File: config.mk
export PLATFORM = sky130hd
export DESIGN_NAME = im_loader
export DESIGN_NICKNAME = d
export VERILOG_FILES = /design/src/rtl/im_loader.sv
export SDC_FILE = /design/constraint.sdc
export NUM_CORES = 1
export LEC_CHECK = 0
export BUFFER_PORTS_ARGS = -buffer_cell sky130_fd_sc_hd__buf_4
export CAP_MARGIN = 15
export CORE_ASPECT_RATIO = 1.1
export CORE_MARGIN = 4
export CORE_UTILIZATION = 30
export DETAILED_ROUTE_END_ITERATION = 10
export GPL_TIMING_DRIVEN = 0
export RECOVER_POWER = 50
export SLEW_MARGIN = 20
export SYNTH_ARGS = -nofsm -noshare
export SYNTH_HDL_FRONTEND = slang
export SYNTH_SLANG_ARGS = --single-unit
export TNS_END_PERCENT = 10
File: constraint.sdc
create_clock -name clk -period 2.3 [get_ports clk]
set_clock_uncertainty 0.05 [all_clocks]
set_input_delay 0.23 -clock clk [delete_from_list [all_inputs] [get_ports clk]]
set_output_delay 0.23 -clock clk [all_outputs]
set_load 0.01 [all_outputs]
File: src/rtl/im_loader.sv
// Boot-time instruction-memory loader: parses a length-prefixed, XOR-checksummed
// byte stream into big-endian words and releases the CPU once the image verifies.
module im_loader #(
  parameter logic [31:0] BASE_ADDR   = 32'h3000,
  parameter int          DEPTH_WORDS = 1024,
  parameter int          ADDR_W      = 10
) (
  input  logic              clk,
  input  logic              reset,
  input  logic              in_valid,
  input  logic [7:0]        in_data,
  output logic              in_ready,
  output logic              im_we,
  output logic [ADDR_W-1:0] im_waddr,
  output logic [31:0]       im_wdata,
  output logic              cpu_reset,
  output logic              done,
  output logic              err
);

  typedef enum logic [2:0] {
    HDR0 = 3'd0,
    HDR1 = 3'd1,
    DATA = 3'd2,
    CSUM = 3'd3,
    RUN  = 3'd4,
    ERR  = 3'd5
  } state_t;

  state_t state_reg, state_next;

  logic [15:0]       n_reg;
  logic [1:0]        lane_reg;
  logic [ADDR_W-1:0] idx_reg;
  logic [23:0]       word_reg;
  logic [7:0]        csum_reg;

  logic              in_ready_reg, in_ready_next;
  logic              im_we_reg;
  logic [ADDR_W-1:0] im_waddr_reg;
  logic [31:0]       im_wdata_reg;
  logic              cpu_reset_reg, cpu_reset_next;
  logic              done_reg, done_next;
  logic              err_reg, err_next;

  // The fetch-side base address is documentation for integrators; the loader emits word indices.
  logic [31:0] base_addr_unused;
  assign base_addr_unused = BASE_ADDR;

  logic        accept;
  logic [15:0] n_full;
  logic        n_oversize;
  logic        last_word;

  assign accept     = in_valid && in_ready_reg;
  assign n_full     = {n_reg[15:8], in_data};
  assign n_oversize = {16'd0, n_full} > 32'(DEPTH_WORDS);
  assign last_word  = {{(16-ADDR_W){1'b0}}, idx_reg} == (n_reg - 16'd1);

  always_ff @(posedge clk) begin
    if (reset) state_reg <= HDR0;
    else       state_reg <= state_next;
  end

  always_comb begin
    state_next = state_reg;
    case (state_reg)
      HDR0: if (accept) state_next = HDR1;
      HDR1: if (accept) begin
        if (n_oversize)        state_next = ERR;
        else if (n_full == 16'd0) state_next = CSUM;
        else                   state_next = DATA;
      end
      DATA: if (accept && lane_reg == 2'd3 && last_word) state_next = CSUM;
      CSUM: if (accept) state_next = (in_data == csum_reg) ? RUN : ERR;
      default: state_next = state_reg;
    endcase
  end

  // Status outputs are registered from the upcoming state so they change on the deciding edge.
  always_comb begin
    in_ready_next  = (state_next == HDR0) || (state_next == HDR1) ||
                     (state_next == DATA) || (state_next == CSUM);
    done_next      = (state_next == RUN);
    err_next       = (state_next == ERR);
    cpu_reset_next = (state_next != RUN);
  end

  always_ff @(posedge clk) begin
    if (reset) begin
      n_reg         <= '0;
      lane_reg      <= '0;
      idx_reg       <= '0;
      word_reg      <= '0;
      csum_reg      <= '0;
      in_ready_reg  <= 1'b0;
      im_we_reg     <= 1'b0;
      im_waddr_reg  <= '0;
      im_wdata_reg  <= '0;
      cpu_reset_reg <= 1'b1;
      done_reg      <= 1'b0;
      err_reg       <= 1'b0;
    end else begin
      in_ready_reg  <= in_ready_next;
      done_reg      <= done_next;
      err_reg       <= err_next;
      cpu_reset_reg <= cpu_reset_next;
      im_we_reg     <= 1'b0;
      if (accept) begin
        case (state_reg)
          HDR0: n_reg[15:8] <= in_data;
          HDR1: begin
            n_reg[7:0] <= in_data;
            csum_reg   <= '0;
            idx_reg    <= '0;
            lane_reg   <= '0;
          end
          DATA: begin
            word_reg <= {word_reg[15:0], in_data};
            csum_reg <= csum_reg ^ in_data;
            lane_reg <= lane_reg + 2'd1;
            if (lane_reg == 2'd3) begin
              im_we_reg    <= 1'b1;
              im_waddr_reg <= idx_reg;
              im_wdata_reg <= {word_reg, in_data};
              // Holding the index on the final word keeps it within 0..N-1.
              if (!last_word) idx_reg <= idx_reg + 1'b1;
            end
          end
          default: ;
        endcase
      end
    end
  end

  assign in_ready  = in_ready_reg;
  assign im_we     = im_we_reg;
  assign im_waddr  = im_waddr_reg;
  assign im_wdata  = im_wdata_reg;
  assign cpu_reset = cpu_reset_reg;
  assign done      = done_reg;
  assign err       = err_reg;

endmodule
==> flow_metrics.py, run 1 <==
metrics = {
    "yosys": {
        "yosysSeqAreaShare_pct": 46.1,
        "ys_types": 51,
        "synth_seq_cells": 110,
        "yosysMostFrequentCell": "nand2_1",
        "syn_nets": 623,
        "synth_top_area_share_pct": 46.1,
        "synth_top_cell_by_area": "dfxtp_1",
        "netlist_top_cells_area": "dfxtp_1 46%, nand2_1 12%, a21oi_1 9.4%, nor2_1 3.2%, clkbuf_1 3.1%",
        "synth_cells": 609,
        "synthTopCellsByCount": "158 x nand2_1, 110 x dfxtp_1, 90 x a21oi_1",
        "synth-edff-count": 0,
        "ys.flop_type": "dfxtp_1",
        "netlist_area_mm2": 0.00478,
        "synth_area_per_cell_um2": 7.85,
        "synthArstFlopShare_pct": 0,
        "yosysWarningCount": 0,
    },
    "worst_setup_path": {
        "cp-start-kind": "register",
        "cp-end-kind": "register",
        "critical_path_class": "reg -> reg",
        "cp_data_required_time_ns": 2.55,
        "arrival_ns": 2.78,
        "worstPathMaxFanout": 6,
    },
    "routing": {
        "num_vias": 4340,
        "drt-pass1-iter-count": 5,
        "viasPerCell": 4.93,
        "ant_nets": 0,
        "dr_wl_met3_um": 493,
        "wl_um": 13000,
        "drtIter0Drc": 366,
        "drc": 0,
        "met1_length_um": 6200,
        "routed.top_layer": "met4",
        "wl_per_cell_um": 14.8,
        "wl_met2_um": 6100,
    },
    "global_route": {
        "grt_overflow": 0,
        "antenna_found_initial": 0,
        "grt_pass1_wl_um": 21300,
        "grt_pass1_vias": 4097,
        "grt.total_usage_pct": 14.9,
        "grt_max_degree": 20,
    },
    "clock_network": {
        "clockBufferDepth": 2,
        "clock_latency_ns": 0.36,
        "clock_sinks": 110,
        "clkSlewWorstSetupHoldPaths_ns": 0.08,
        "cts_made_buffers": 9,
        "cts_htree_levels": 3,
        "cts_tree": "done",
        "ctsRootBufferMaster": "clkbuf_16",
    },
    "cells_and_area": {
        "fin_nets": 690,
        "drive_above_1_share_pct": 10.1,
        "area_delta_synth_final_pct": 20.0,
        "diodes": 0,
        "largest_reg_flops": 32,
    },
    "sta": {
        "tightest_slew_ns": 0.647,
        "rsz0062_at_grt": "yes",
        "maxSlewHeadroom_pct": 56.9,
        "drv_slew": 0,
        "max_freq_mhz": 396,
        "layout_setup_ws_ns": -0.226,
        "finalCritPeriodShare_pct": 110,
        "finalHoldViolCount": 0,
        "hold_ws_ns": 0.133,
        "fin_crit_ns": 2.53,
        "setup_viol": 13,
    },
    "pwr": {
        "vdd_ir_drop_max_v": 0.000429,
        "p_per_area_mw_per_mm2": 686,
        "p_leak_nw": 1.93,
    },
    "floorplan": {
        "initial_core_util_pct": 30.5,
        "design.core.area_mm2": 0.0157,
        "rows": 48,
        "pin_count": 58,
        "die_h_um": 140,
        "die_area_mm2": 0.0180,
        "die_width_um": 128,
    },
    "worst_hold_path": {
        "hp-class": "in -> reg",
    },
    "place": {
        "gp_congestion": 0.812,
        "place_ws_ns": -0.388,
        "post-dp-hpwl_um": 9370,
        "io_buffers": 49,
    },
    "outcome": {
        "violations": "negative setup slack",
        "status": "finished, violations left",
    },
    "job": {
        "maxCapViolations": 0,
    },
}
## final timing paths
kind | startpoint | to | slack [ns] | depth (start not counted)
max | n_reg[5]$_SDFFE_PP0P_ | idx_reg[9]$_SDFFE_PP0P_ | -0.23 | 9
min | reset | idx_reg[0]$_SDFFE_PP0P_ | 0.13 | 3
max reg2reg | n_reg[5]$_SDFFE_PP0P_ | idx_reg[9]$_SDFFE_PP0P_ | -0.23 | 9
min reg2reg | word_reg[21]$_SDFFE_PP0P_ | word_reg[21]$_SDFFE_PP0P_ | 0.41 | 2
## layout by cell type (no fill, tap or decap), types with 3 or more instances in the layout
cell type  Yosys  layout
a21oi_1       90      86
a21oi_2        1       4
and3_1         4       4
buf_1          3       3
buf_4          0      10
buf_6          3       3
clkbuf_1      39      81
clkbuf_16      0       9
clkbuf_2       0       4
dfxtp_1      110     103
dfxtp_2        0       4
dfxtp_4        0       3
inv_1          6       4
mux2i_1       13      13
nand2_1      158     158
nand2b_1       3       3
nand3_1       12      11
nand4_1        6       6
nor2_1        41      40
nor2b_1        6       6
nor3_1         8       8
nor4_1         4       4
o211ai_1       3       3
o21ai_0       16      16
o21ai_1        3       3
o22ai_1        9       9
or2_2          4       4
or3_1         11      10
or4_1          9       7
or4_4          1       3
xnor2_1        3       3
xor2_1        14      14
## what timing repair did
action / 4_1_cts / 5_1_grt
endpoints found under the setup margin: 32 / 41
hold buffers: 0 / 0
resized for setup: 23 / 12
buffers inserted: 8 / 2
pin swaps: 17 / 7
## power by group
part | internal (mW) | switching, mW
Sequential | 1.92 | 0.0257
Combinational | 0.114 | 0.169
Clock | 0.928 | 0.776
## through the flow
stage	TNS [ns]	instances	util [%]	total power, mW	area, µm²
after global placement	-6.27	858	34.5	2.24	5410
after CTS	-1.46	879	37.3	3.96	5850
after floorplan	-0.268	609	-	2.17	4800
after detailed placement	-6.66	858	34.5	2.24	5410
after global routing	-4.79	881	36.6	4.08	5730
final	-1.93	881	36.6	3.93	5730
## area by class of cell
class	instances	area (µm²)
clock buffer	11	253
sequential	110	2220
multi-input combinational	447	2470
clock inverter	5	75.1
timing repair buffer	59	274
tap	200	250
fill	1702	9940
buffer	43	175
inverter	6	22.5
## routing by layer
metal | GRT usage [%] | vias up
li1 | - | 2218
met1 | 20.3 | 2026
met2 | 23.2 | 82
met3 | 2.36 | 14
met4 | 6.37 | 0
met5 | 0 | -
## logic make-up (layout without fill, tap and decap cells)
family / count (synthesis) / in the layout / share of synthesized area (%)
and+or+nand+nor: 277 / 277 / 26.3
DFF: 110 / 110 / 46.1
buffers and inverters: 52 / 124 / 4.58
muxes: 13 / 13 / 2.72
adders and majority gates: 3 / 3 / 0.785
AOI/OAI and AO/OA: 137 / 137 / 16.4
xor gates and xnor gates: 17 / 17 / 3.12
## critical path, cell delays in order (launching register included)
cell       delay (ns)
dfxtp_4          0.37
or4_4            0.56
buf_4            0.16
nor2_4           0.16
xnor2_1          0.16
a2bb2oi_2        0.21
a211oi_4         0.09
buf_6            0.14
or4_4            0.41
a21oi_2          0.15
No activity file was read; power rests on OpenSTA's default activity.
==> run 2, diff against run 1 <==
--- a/config.mk
+++ b/config.mk
@@ -12,6 +12,7 @@
 export CORE_UTILIZATION = 30
 export DETAILED_ROUTE_END_ITERATION = 10
 export GPL_TIMING_DRIVEN = 0
+export PLACE_DENSITY_LB_ADDON = 0.12
 export RECOVER_POWER = 50
 export SLEW_MARGIN = 20
 export SYNTH_ARGS = -nofsm -noshare
==> run 2 against run 1 <==
The run still ends with negative setup slack left. Via count up 1.0%. Cell area increased by 0.87%. Worst hold slack got worse by 0.0018 ns. Sequential power hardly changed. Total power down 0.75%. Utilization grew 0.32 points. Worst setup slack got worse by 0.042 ns. Combinational power increased by 5%. Die area unchanged. Largest power group unchanged.
==> flow_metrics.py, run 2 (same netlist as run 1, synthesis figures left out) <==
metrics = {
    "cells_and_area": {
        "largest_reg_flops": 32,
        "fin_nets": 691,
        "area_delta_synth_final_pct": 21.0,
        "stdcell_count": 882,
        "diodes": 0,
        "drive_above_1_share_pct": 11.7,
        "finish.utilization_pct": 36.9,
        "final_cell_mix": "157 x nand2_1, 102 x dfxtp_1, 86 x a21oi_1",
        "final_common_cell": "nand2_1",
    },
    "global_route": {
        "grt_max_degree": 20,
        "antenna_found_initial": 0,
        "grt_overflow": 0,
        "grt_pass1_vias": 4201,
        "grt_pass1_wl_um": 22100,
        "grt.total_usage_pct": 15.4,
    },
    "sta": {
        "max_freq_mhz": 389,
        "finalHoldViolCount": 0,
        "rsz0062_at_grt": "yes",
        "fin_crit_ns": 2.57,
        "maxSlewHeadroom_pct": 59.1,
        "layout_setup_ws_ns": -0.268,
        "tightest_slew_ns": 0.613,
        "finalCritPeriodShare_pct": 112,
        "finalSetupTns_ns": -2.14,
        "drv_slew": 0,
        "setup_viol": 12,
    },
    "routing": {
        "num_vias": 4385,
        "wl_per_cell_um": 15.7,
        "viasPerCell": 4.97,
        "wl_um": 13800,
        "drc": 0,
        "drtIter0Drc": 372,
        "drt-pass1-iter-count": 5,
        "ant_nets": 0,
    },
    "outcome": {
        "status": "finished, violations left",
        "violations": "negative setup slack",
    },
    "clock_network": {
        "ctsRootBufferMaster": "clkbuf_16",
        "cts_tree": "done",
        "cts_made_buffers": 9,
        "cts_htree_levels": 3,
        "clockBufferDepth": 2,
        "clock_latency_ns": 0.36,
        "clock_sinks": 110,
        "clkSlewWorstSetupHoldPaths_ns": 0.08,
    },
    "place": {
        "dp.cells": 858,
        "io_buffers": 49,
        "post-dp-hpwl_um": 10100,
        "gp_congestion": 0.798,
    },
    "floorplan": {
        "die_width_um": 128,
        "design.core.area_mm2": 0.0157,
        "die_h_um": 140,
        "pin_count": 58,
        "initial_core_util_pct": 30.5,
        "die_area_mm2": 0.0180,
        "rows": 48,
    },
    "worst_setup_path": {
        "critical_path_class": "reg -> reg",
        "cp_data_required_time_ns": 2.54,
        "cp-start-kind": "register",
        "arrival_ns": 2.81,
        "worstPathMaxFanout": 7,
        "cp-end-kind": "register",
    },
    "worst_hold_path": {
        "hp-class": "in -> reg",
    },
    "pwr": {
        "p_per_area_mw_per_mm2": 675,
        "power_mw": 3.90,
        "p_leak_nw": 1.94,
        "vdd_ir_drop_max_v": 0.000332,
    },
    "job": {
        "maxCapViolations": 0,
    },
}
## run 2: cell count changes in the layout (fill, tap and decap cells not counted), sizes merged
cell      before  now
clkinv         2    3
clkinvlp       0    1
inv            8    7
## run 2: critical path, stage by stage (launching register included)
cell      delay [ns]
dfxtp_2         0.36
or4_4           0.57
or4_4           0.50
nand3_2         0.09
a2111o_1        0.17
a211oi_4        0.08
buf_6           0.15
or4_4           0.41
a21oi_2         0.12
## run 2: report_power, final
group          total (mW)  switching (mW)  internal [mW]
Sequential           1.95          0.0266           1.92
Clock                1.66           0.766          0.893
Combinational       0.296           0.174          0.122
## run 2: area by class of cell
| type | instances | area, µm² |
|---|---|---|
| timing repair buffer | 59 | 275 |
| sequential | 110 | 2210 |
| tap | 200 | 250 |
| inverter | 6 | 22.5 |
| fill | 1699 | 9890 |
| clock inverter | 6 | 80.1 |
| multi-input combinational | 447 | 2510 |
| buffer | 44 | 191 |
| clock buffer | 10 | 239 |
## run 2: path summary, 6_finish.rpt
path                             from                       end  slack (ns)  cells past startpoint
max             n_reg[6]$_SDFFE_PP0P_   idx_reg[7]$_SDFFE_PP0P_       -0.27                      8
min reg2reg  im_waddr[2]$_SDFFE_PP0P_  im_waddr[2]$_SDFFE_PP0P_        0.40                      2
min                             reset   idx_reg[0]$_SDFFE_PP0P_        0.13                      3
max reg2reg     n_reg[6]$_SDFFE_PP0P_   idx_reg[7]$_SDFFE_PP0P_       -0.27                      8
## run 2: what timing repair did
| action | CTS | global route |
|---|---|---|
| gates resized for setup | 20 | 27 |
| hold buffers | 0 | 0 |
| setup buffers | 4 | 5 |
| pin swaps | 19 | 17 |
| setup endpoints to repair | 39 | 38 |
| cloned | 1 | 0 |
## run 2: layer usage
| layer | vias to the layer above | track usage (%) | part of all wire (%) |
|---|---|---|---|
| met2 | 62 | 25.2 | 49 |
| met4 | 0 | 5.14 | 1.8 |
| met1 | 2090 | 20.3 | 46 |
| met3 | 18 | 2.90 | 3.3 |
| li1 | 2215 | - | - |
| met5 | - | 0 | 0 |
## run 2: metrics by stage
| step | instance area (µm²) | hold WS [ns] | worst slack, ns |
|---|---|---|---|
| after floorplan | 4800 | 0.351 | -0.0577 |
| final | 5780 | 0.131 | -0.268 |
| after CTS | 5840 | 0.117 | -0.300 |
| after global placement | 5410 | 0.397 | -0.359 |
| after detailed placement | 5410 | 0.398 | -0.387 |
| after global routing | 5780 | 0.119 | -0.352 |
==> run 3, diff against run 2 <==
--- a/config.mk
+++ b/config.mk
@@ -8,7 +8,7 @@
 export BUFFER_PORTS_ARGS = -buffer_cell sky130_fd_sc_hd__buf_4
 export CAP_MARGIN = 15
 export CORE_ASPECT_RATIO = 1.1
-export CORE_MARGIN = 4
+export CORE_MARGIN = 2
 export CORE_UTILIZATION = 30
 export DETAILED_ROUTE_END_ITERATION = 10
 export GPL_TIMING_DRIVEN = 0
==> run 3 against run 2 <==
The run still ends with negative setup slack left. Routed wire length decreased by 1.6%. Combinational power shrank 5%. Die area shrank 5.9%. Count of clock-buffer cells in the layout is the same. Maximum frequency down 0.56%. Via count grew 0.50%. Critical path depth grew 1. Critical path type unchanged. Register-to-register slack about the same. Utilization shrank 0.34 points.
==> flow_metrics.py, run 3 (same netlist as run 1, synthesis figures left out) <==
metrics = {
    "global_route": {
        "grtUsageMet3_pct": 3.38,
        "top_usage_layer": "met2",
        "grt.total_usage_pct": 16.2,
        "grtUsageMet2_pct": 27.4,
        "antenna_found_initial": 0,
        "grt_overflow": 0,
        "grt_pass1_vias": 4265,
        "grt_use_met1_pct": 20.5,
        "grt_max_degree": 19,
        "grt_pass1_wl_um": 21900,
    },
    "place": {
        "gp_congestion": 0.825,
        "io_buffers": 49,
        "post-dp-hpwl_um": 9920,
    },
    "worst_setup_path": {
        "cp-end-kind": "register",
        "critPathMaxStageDelay_ns": 0.58,
        "path_cells": "or4_4, or4_4, nand3_2, a2111o_1, a211oi_4, buf_6, buf_12, or4_4, nand2_1",
        "critical_path_class": "reg -> reg",
        "cp-start-kind": "register",
        "arrival_ns": 2.83,
        "cp_data_required_time_ns": 2.55,
        "worstPathMaxFanout": 7,
        "cpMostUsedCell": "or4_4",
        "worst_path_max_delay_cell": "or4_4",
    },
    "cells_and_area": {
        "finish.utilization_pct": 36.6,
        "diodes": 0,
        "fill_cells": 1711,
        "final_common_cell": "nand2_1",
        "largest_reg_flops": 32,
        "fin_nets": 691,
        "area_delta_synth_final_pct": 19.5,
        "drive_above_1_share_pct": 11.0,
        "final_cell_mix": "157 x nand2_1, 104 x dfxtp_1, 86 x a21oi_1",
    },
    "pwr": {
        "p_comb_share_pct": 7.5,
        "switching_share_pct": 25.0,
        "intPower_mw": 2.80,
        "p_per_area_mw_per_mm2": 654,
        "p_seq_share_pct": 52.1,
        "p_leak_nw": 1.92,
        "p_sw_mw": 0.934,
        "vdd_ir_drop_max_v": 0.000333,
        "clkPwrFrac_pct": 40.5,
    },
    "clock_network": {
        "cts_tree": "done",
        "clock_latency_ns": 0.36,
        "ctsRootBufferMaster": "clkbuf_16",
        "cts_htree_levels": 3,
        "cts_made_buffers": 9,
        "clock_sinks": 110,
        "clockBufferDepth": 2,
        "clkSlewWorstSetupHoldPaths_ns": 0.07,
    },
    "routing": {
        "num_vias": 4407,
        "drc": 0,
        "viasPerCell": 5.00,
        "ant_nets": 0,
        "drt-pass1-iter-count": 4,
        "wl_um": 13600,
        "drtIter0Drc": 203,
        "wl_per_cell_um": 15.5,
    },
    "floorplan": {
        "die_h_um": 136,
        "rows": 48,
        "pin_count": 58,
        "initial_core_util_pct": 30.6,
        "design.core.area_mm2": 0.0156,
        "die_area_mm2": 0.0170,
        "die_width_um": 124,
    },
    "sta": {
        "rsz0062_at_grt": "yes",
        "max_freq_mhz": 387,
        "layout_setup_ws_ns": -0.283,
        "hold_ws_ns": 0.129,
        "setup_viol": 13,
        "finalCritPeriodShare_pct": 112,
        "fin_crit_ns": 2.58,
        "maxSlewHeadroom_pct": 57.9,
        "tightest_slew_ns": 0.632,
        "drv_slew": 0,
        "finalHoldViolCount": 0,
    },
    "job": {
        "maxCapViolations": 0,
    },
    "worst_hold_path": {
        "hp-class": "in -> reg",
    },
    "outcome": {
        "violations": "negative setup slack",
        "status": "finished, violations left",
    },
}
run 3: cell types whose count changed in the layout (fill, tap and decap cells not counted), moves of 2 or more:
cell        change
buf_4           +2
buf_6           -2
clkinv_4        -2
clkinvlp_4      +2
dfxtp_1         +2
dfxtp_2         -3
nor3_4          -2
or4_1           -2
or4_4           +2
run 3: critical path: cells and delay by family (launching register included):
family | cells | cell delay (ns)
AND/OR/NAND/NOR | 5 | 1.62
buffers and inverters | 2 | 0.27
AO/OA/AOI/OAI | 2 | 0.23
flip-flops | 1 | 0.36
run 3: stage by stage:
| step | setup WS (ns) | cells | cell area (µm²) | total power, mW | TNS [ns] |
|---|---|---|---|---|---|
| floorplan | -0.0577 | 609 | 4800 | 2.17 | -0.268 |
| global placement | -0.378 | 858 | 5410 | 2.24 | -7.73 |
| detailed placement | -0.400 | 858 | 5410 | 2.24 | -7.97 |
| CTS | -0.302 | 879 | 5810 | 3.78 | -2.86 |
| global route | -0.332 | 882 | 5710 | 3.90 | -3.79 |
| finish | -0.283 | 882 | 5710 | 3.74 | -1.96 |
run 3: final timing paths:
path	from	to	slack, ns	cells after the start
setup / recovery	n_reg[5]$_SDFFE_PP0P_	idx_reg[0]$_SDFFE_PP0P_	-0.28	9
setup reg to reg	n_reg[5]$_SDFFE_PP0P_	idx_reg[0]$_SDFFE_PP0P_	-0.28	9
hold reg to reg	word_reg[19]$_SDFFE_PP0P_	im_wdata[27]$_SDFFE_PP0P_	0.41	2
hold / removal	reset	idx_reg[0]$_SDFFE_PP0P_	0.13	3
run 3: power by group through the flow:
stage	logic [mW]	clock network (mW)	registers, mW
final	0.280	1.51	1.94
after floorplan	0.187	0	1.98
after detailed placement	0.253	0	1.99
after CTS	0.268	1.57	1.94
after global routing	0.308	1.64	1.95
after global placement	0.250	0	1.99
run 3: routing by layer:
metal	up-vias	part of all wire, %
met5	-	0
met2	77	48
met4	0	1.7
met1	2095	47
li1	2218	-
met3	17	3.5
run 3: timing repair:
action,CTS,global route
gates resized for setup,17,16
hold buffers,0,0
setup endpoints to repair,39,55
buffers inserted,6,4
pin swaps,15,12
run 3: final cells by class:
type / count / area, µm² / area share, %
Buffer: 44 / 188 / 3.29
Clock buffer: 10 / 239 / 4.19
Clock inverter: 6 / 45.0 / 0.789
Inverter: 6 / 22.5 / 0.394
Multi-Input combinational cell: 447 / 2470 / 43.2
Sequential cell: 110 / 2210 / 38.8
Tap cell: 200 / 250 / 4.38
Timing Repair Buffer: 59 / 283 / 4.95
